==> config.mk <==
export PLATFORM = sky130hd
export DESIGN_NAME = adc_serial_ctrl
export DESIGN_NICKNAME = d
export VERILOG_FILES = /design/src/rtl/adc_serial_ctrl.sv
export SDC_FILE = /design/constraint.sdc
export NUM_CORES = 1
export LEC_CHECK = 0
export ABC_AREA = 1
export CAP_MARGIN = 20
export CORE_MARGIN = 3
export CORE_UTILIZATION = 56
export CTS_CLUSTER_DIAMETER = 100
export CTS_CLUSTER_SIZE = 30
export DETAILED_ROUTE_END_ITERATION = 6
export PLACE_DENSITY = 0.79
export SYNTH_ARGS = -nofsm -noshare
export SYNTH_HDL_FRONTEND = slang
export SYNTH_SLANG_ARGS = --single-unit
==> constraint.sdc <==
create_clock -name clk -period 2.55 [get_ports clk]
set_input_delay 0.3825 -clock clk [delete_from_list [all_inputs] [get_ports clk]]
set_output_delay 0.3825 -clock clk [all_outputs]
set_load 0.005 [all_outputs]
==> src/rtl/adc_serial_ctrl.sv <==
// Serial front-end for a 12-bit 3-wire ADC: drives cs_n/sclk, shifts in one LEAD+R bit frame, emits a parallel sample.
// Latency: start edge to valid = 2*DIV*(LEAD+R)+1 clk; each frame occupies 2*DIV*(LEAD+R)+2+QUIET clk.
// Backpressure: none; start is only sampled in IDLE, requests while busy are dropped, and valid is a one-cycle strobe.
module adc_serial_ctrl #(
  parameter int R     = 12,
  parameter int LEAD  = 4,
  parameter int DIV   = 4,
  parameter int QUIET = 8
) (
  input  logic         clk,
  input  logic         rst,
  input  logic         start,
  input  logic         sdata,
  output logic         cs_n,
  output logic         sclk,
  output logic [R-1:0] data,
  output logic         valid,
  output logic         frame_err,
  output logic         busy
);

  localparam int FW = LEAD + R;
  localparam int BW = $clog2(FW + 1);
  localparam int DW = (DIV > 1) ? $clog2(DIV) : 1;
  localparam int QW = (QUIET > 1) ? $clog2(QUIET) : 1;

  localparam logic [DW-1:0] DIV_LAST   = DW'(DIV - 1);
  localparam logic [BW-1:0] BIT_LAST   = BW'(FW - 1);
  localparam logic [QW-1:0] QUIET_LAST = QW'((QUIET > 0) ? QUIET - 1 : 0);

  typedef enum logic [1:0] {
    ST_IDLE,
    ST_CONV,
    ST_DONE,
    ST_QUIET
  } state_t;

  state_t        state, state_n;
  logic [DW-1:0] div_cnt, div_n;
  logic [BW-1:0] bit_cnt, bit_n;
  logic [QW-1:0] quiet_cnt, quiet_n;
  logic [FW-1:0] shift, shift_n;
  logic          cs_n_n, sclk_n, valid_n, ferr_n;
  logic [R-1:0]  data_n;

  // Every state other than IDLE counts as busy, including the quiet gap.
  assign busy = (state != ST_IDLE);

  // State register and all registered outputs; reset aborts any frame in flight.
  always_ff @(posedge clk) begin
    if (rst) begin
      state     <= ST_IDLE;
      cs_n      <= 1'b1;
      sclk      <= 1'b1;
      div_cnt   <= '0;
      bit_cnt   <= '0;
      quiet_cnt <= '0;
      shift     <= '0;
      data      <= '0;
      valid     <= 1'b0;
      frame_err <= 1'b0;
    end else begin
      state     <= state_n;
      cs_n      <= cs_n_n;
      sclk      <= sclk_n;
      div_cnt   <= div_n;
      bit_cnt   <= bit_n;
      quiet_cnt <= quiet_n;
      shift     <= shift_n;
      data      <= data_n;
      valid     <= valid_n;
      frame_err <= ferr_n;
    end
  end

  // Next-state and next-output logic; registers hold unless a state says otherwise.
  always_comb begin
    state_n = state;
    cs_n_n  = cs_n;
    sclk_n  = sclk;
    div_n   = div_cnt;
    bit_n   = bit_cnt;
    quiet_n = quiet_cnt;
    shift_n = shift;
    data_n  = data;
    ferr_n  = frame_err;
    valid_n = 1'b0;

    case (state)
      ST_IDLE: begin
        cs_n_n = 1'b1;
        sclk_n = 1'b1;
        if (start) begin
          state_n = ST_CONV;
          cs_n_n  = 1'b0;
          div_n   = '0;
          bit_n   = '0;
          shift_n = '0;
        end
      end

      ST_CONV: begin
        if (div_cnt == DIV_LAST) begin
          div_n  = '0;
          sclk_n = ~sclk;
          // The ADC updates sdata after each falling edge, so it is
          // mid-window and stable when our own rising edge is generated.
          if (!sclk) begin
            shift_n = {shift[FW-2:0], sdata};
            bit_n   = bit_cnt + BW'(1);
            if (bit_cnt == BIT_LAST) begin
              // Frame complete: sclk is left high, no trailing falling edge.
              state_n = ST_DONE;
              cs_n_n  = 1'b1;
            end
          end
        end else begin
          div_n = div_cnt + DW'(1);
        end
      end

      ST_DONE: begin
        cs_n_n  = 1'b1;
        sclk_n  = 1'b1;
        data_n  = shift[R-1:0];
        ferr_n  = |shift[FW-1:R];
        valid_n = 1'b1;
        quiet_n = '0;
        state_n = (QUIET == 0) ? ST_IDLE : ST_QUIET;
      end

      ST_QUIET: begin
        cs_n_n = 1'b1;
        sclk_n = 1'b1;
        if (quiet_cnt == QUIET_LAST) begin
          state_n = ST_IDLE;
        end else begin
          quiet_n = quiet_cnt + QW'(1);
        end
      end

      default: begin
        state_n = ST_IDLE;
        cs_n_n  = 1'b1;
        sclk_n  = 1'b1;
      end
    endcase
  end

endmodule
* Word level (Yosys, flattened, before mapping)
Index checks and enable logic that the tools add are counted.
** Word-level totals
- Bits in registers :: 44
- Input port bits :: 4
- Output and inout bits :: 17
- Logic and storage cells :: 65
** Operators by class
- Add/subtract/negate cells :: 3
- Equality and inequality tests :: 12
- Muxes and demuxes :: 27
- Bitwise operators :: 1
- Reduce and logical (&&, ||, !) cells :: 12
** Operators by type and width (count)
- $mux 16 :: 3
- $pmux 16 s2 :: 1
- $mux 5 :: 3
- $mux 2 :: 7
- $ne 2x2->1 const B :: 6
- $pmux 5 s2 :: 1
- $pmux 2 s4 :: 1
- $eq 2x2->1 const B :: 3
- $mux 1 :: 6
- $pmux 3 s2 :: 1
- $reduce_bool 2->1 :: 3
- $add 5x1->5 const B :: 1
- $eq 5x4->1 const B :: 1
- $reduce_and 5->1 :: 1
- $pmux 2 s2 :: 1
- $reduce_and 2->1 :: 2
- $reduce_and 4->1 :: 1
- $reduce_or 4->1 :: 1
- $add 3x1->3 const B :: 1
- $eq 3x3->1 const B :: 1
- $mux 3 :: 1
- $pmux 1 s3 :: 1
- $reduce_and 3->1 :: 1
- $reduce_or 3->1 :: 1
- other kinds (6) :: 6

* Longest topological paths before layout
- Depth after elaboration :: 5
- Mapped depth :: 10
- Mapped depth without buffers :: 10

* Worst setup path before layout
OpenSTA, ideal clock, no wires.
- Path kind :: register to register
- Start point :: register state[1]
- End point :: register shift[10]
- Setup time :: 0.113 ns
- Arrival :: 1.355 ns
- Data required time :: 2.437 ns
- Slack :: 1.083 ns
- Stages on the path, launching flop included :: 10
- Cell sequence :: dfxtp_1 > inv_1 > ha_1 > nand2_1 > nand2_1 > nor2_8 > buf_4 > nand2_1 > nand2_1 > nor2_1
** Between the ends
- Word-level cells in the longest chain between the ends :: 3
** RTL lines
- start: declaration :: line 38 : state_t state, state_n;
- start signal: assignment :: line 63 : state <= state_n;
- $eq 2x1->1 or $logic_not 2->1 (tied branches) :: line 89 : case (state)
- $ne 2x2->1 (no source line) or $reduce_bool 2->1 (tied branches)
- $reduce_and 4->1 (no source line)
- end signal: assignment :: line 69 : shift <= shift_n;
- end: declaration :: line 42 : logic [FW-1:0] shift, shift_n;
Several ways; a longest one is shown, not always the timed one.
A chain may end at the register's enable or synchronous reset.

* Worst setup path after layout
- Start point :: register state[0]
- End point :: output busy
** Between the ends
- Word-level cells in the longest chain between the ends :: 1
** RTL lines
- $reduce_bool 2->1 :: line 47 : assign busy = (state != ST_IDLE);
- end: declaration :: line 19 : output logic busy
Every way passes these cells.

==> impl_metrics.yaml <==
run_status:
  run_status: "completed"
synthesis:
  synth-compound-area-share_pct: 7.05
  ys_warn_count: 0
  ys_seq_elements: 44
  avgSynthCellArea_um2: 6.92
  synthesis.instances: 282
  yosys.cell_types.count: 20
  syn_nets: 296
  post_synth_fa_ha_maj_area_fraction_pct: 6.41
  synth_top_family_by_area: "simple AND/OR/NAND/NOR gates"
  synth_simple_gate_area_share_pct: 34.5
  seq_area_frac_synth_pct: 45.1
  synth.area.mux_share_pct: 0
  area_of_the_mapped_netlist_um2: 1950
  synth_xor_area_share_pct: 0
pwr:
  power_mw: 2.84
  power.static_leakage_nw: 1.03
  p_per_area_nw_per_um2: 1270
  vdd_ir_drop_max_mv: 0.678
clocking:
  clockRootBuffer: "sky130_fd_sc_hd__clkbuf_4"
  htreeDepth: 2
  clock_latency_ns: 0.34
  cts_hold_repair.buffers: 0
  cts_tree: "built"
  cts.repair.resized: 0
  cts.reportedPaths.clkPinSlew_ns: 0.12
  tritoncts.num_buffers: 5
  cts_num_sinks: 44
  post_cts_buffers: 0
  cts_buffer_depth: 2
sta:
  unrepaired_setup_endpoints_after_global_routing: "no"
  fmaxAchievable_ghz: 0.483
  slew_headroom_pct: 65.1
  finalHoldViolCount: 0
  worstMarginPinSlew_ns: 0.523
  setup-tns-final_ns: 0
  period_share_pct: 81.3
  timing.clock.skew_ns: 0.00714
  slew_violations: 0
  clock_period_minus_worst_slack_ns: 2.07
  timing.final.setup_violations: 0
setup_path:
  worstPathRequired_ns: 2.17
  arrival_ns: 1.69
  crit_path_start_kind: "flop"
  worst_r2r_path_depth: 9
  crit-reg2reg-launch: "state[1]"
  critical_path.endpoint_type: "primary output"
  worst_setup_path_endpoint: "busy"
  timing.critical_path.from: "state[0]"
  critical_path.max_fanout: 5
  timing_worst_setup_path_type: "flop to primary output"
  worst-r2r-setup-slack_ns: 0.62
  r2r_end: "shift[8]"
die:
  io-pin-count: 21
  die_h_um: 65.0
  core_um2: 3180
  die-width_um: 65.0
  initial_utilization_pct: 61.4
  floorplan.die_area_um2: 4230
  placementRows: 20
layout:
  layout-drive-gt1-share_pct: 4.64
  syn_to_final_growth_pct: 14.2
  layout.nets: 315
  fillers: 294
  total_area_of_multi_input_combinational_cells_um2: 936
  layout.cells.most_common_list: "sky130_fd_sc_hd__nand2_1 (85), sky130_fd_sc_hd__nor2_1 (75), sky130_fd_sc_hd__dfxtp_1 (44)"
  antenna_cells: 0
  mostFrequentLayoutCell: "sky130_fd_sc_hd__nand2_1"
  area.sequential_um2: 881
grt:
  maximum_number_of_pins_on_one_net_before_global_route_repair: 39
  grt_pass1_vias: 1552
  grt_remaining_overflow: 0
  grt_pass1_wl_um: 6720
  global_route_usage_over_all_layers_pct: 20.1
  antenna_found_initial: 0
drt:
  drt_first_pass_iters: 4
  drc: 0
  dr_vias: 1715
  routed_wire_length_per_instance_um: 10.6
  drtIter0Drc: 117
  post_drt_via_cell_ratio: 4.96
  wl_um: 3660
  drtAntennaViolNets: 0
place:
  globalplace.congestion: 0.789
  place_hpwl_um: 2460
  numPortBuffers: 20
worst_hold_path:
  timing.hold.worst.class: "flop to flop"
run:
  max_cap_viol_count: 0
-- state kept, by name (all words and copies together), names as in the netlist --
| signal | count |
|---|---|
| bit_cnt | 5 |
| cs_n | 1 |
| data | 12 |
| div_cnt | 2 |
| frame_err | 1 |
| quiet_cnt | 3 |
| sclk | 1 |
| shift | 16 |
| state | 2 |
| valid | 1 |
-- critical path, cell delays in order, from the launching register on --
cell                              delay [ns]
sky130_fd_sc_hd__dfxtp_1                0.41
sky130_fd_sc_hd__inv_1                  0.10
sky130_fd_sc_hd__ha_1                   0.27
sky130_fd_sc_hd__inv_2                  0.08
sky130_fd_sc_hd__clkdlybuf4s50_1        0.49
-- synth_stat cells, drive strengths merged --
cell type  instances  area, µm²
nor2              76        302
o211ai             1       7.51
clkbuf             3       11.3
nand3              7       35.0
ha                10        125
a21oi              8       40.0
dfxtp             44        881
o21ai             18       90.1
nand2             86        325
nand4              1       6.26
inv               19       71.3
buf                8       52.6
nor3               1       5.00
-- through the flow --
| step | instance area, µm² | cells | worst slack, ns | hold WS (ns) | util (%) |
|---|---|---|---|---|---|
| 2_1_floorplan | 1950 | 282 | 1.08 | 0.428 | - |
| 3_3_place_gp | 2170 | 338 | 0.680 | 0.445 | 68.1 |
| 3_5_place_dp | 2170 | 338 | 0.636 | 0.456 | 68.1 |
| 4_1_cts | 2230 | 346 | 0.461 | 0.476 | 70.1 |
| 5_1_grt | 2230 | 346 | 0.359 | 0.505 | 70.1 |
| 6_report | 2230 | 346 | 0.478 | 0.481 | 70.1 |
-- metal layers --
layer / GRT usage, % / part of all wire, %
met1: 26.0 / 49
met2: 33.5 / 46
met3: 4.16 / 4.6
met4: 6.22 / 0.57
met5: 0 / 0
-- worst min-delay path by stage --
stage / start / end / slack, ns / cells after the start
floorplan: quiet_cnt[0] / quiet_cnt[0] / 0.43 / 1
global placement: quiet_cnt[0] / quiet_cnt[0] / 0.44 / 1
detailed placement: quiet_cnt[0] / quiet_cnt[0] / 0.46 / 1
CTS: quiet_cnt[0] / quiet_cnt[0] / 0.48 / 1
global route: quiet_cnt[0] / quiet_cnt[0] / 0.50 / 1
finish: quiet_cnt[0] / quiet_cnt[0] / 0.48 / 1
-- final cells by class --
cell class,instances,share of cell area (%)
clock inverter,1,0.337
clock buffer,7,2.47
sequential,44,39.5
multi-input combinational,208,42.0
tap,44,2.47
inverter,19,3.20
timing repair buffer,23,9.99
-- logic make-up (layout without fill, tap and decap cells) --
logic type	Yosys count	count (layout)
fa+ha+maj	10	10
simple gates	171	171
buf+inv	30	50
compound gates	27	27
flops	44	44
-- power breakdown --
| part | switching [mW] | internal (mW) | total [mW] |
|---|---|---|---|
| Sequential | 0.163 | 0.941 | 1.10 |
| Combinational | 0.835 | 0.548 | 1.38 |
| Clock | 0.213 | 0.135 | 0.348 |
| Total | 1.21 | 1.62 | 2.84 |
(Power assumes the default switching activity.)
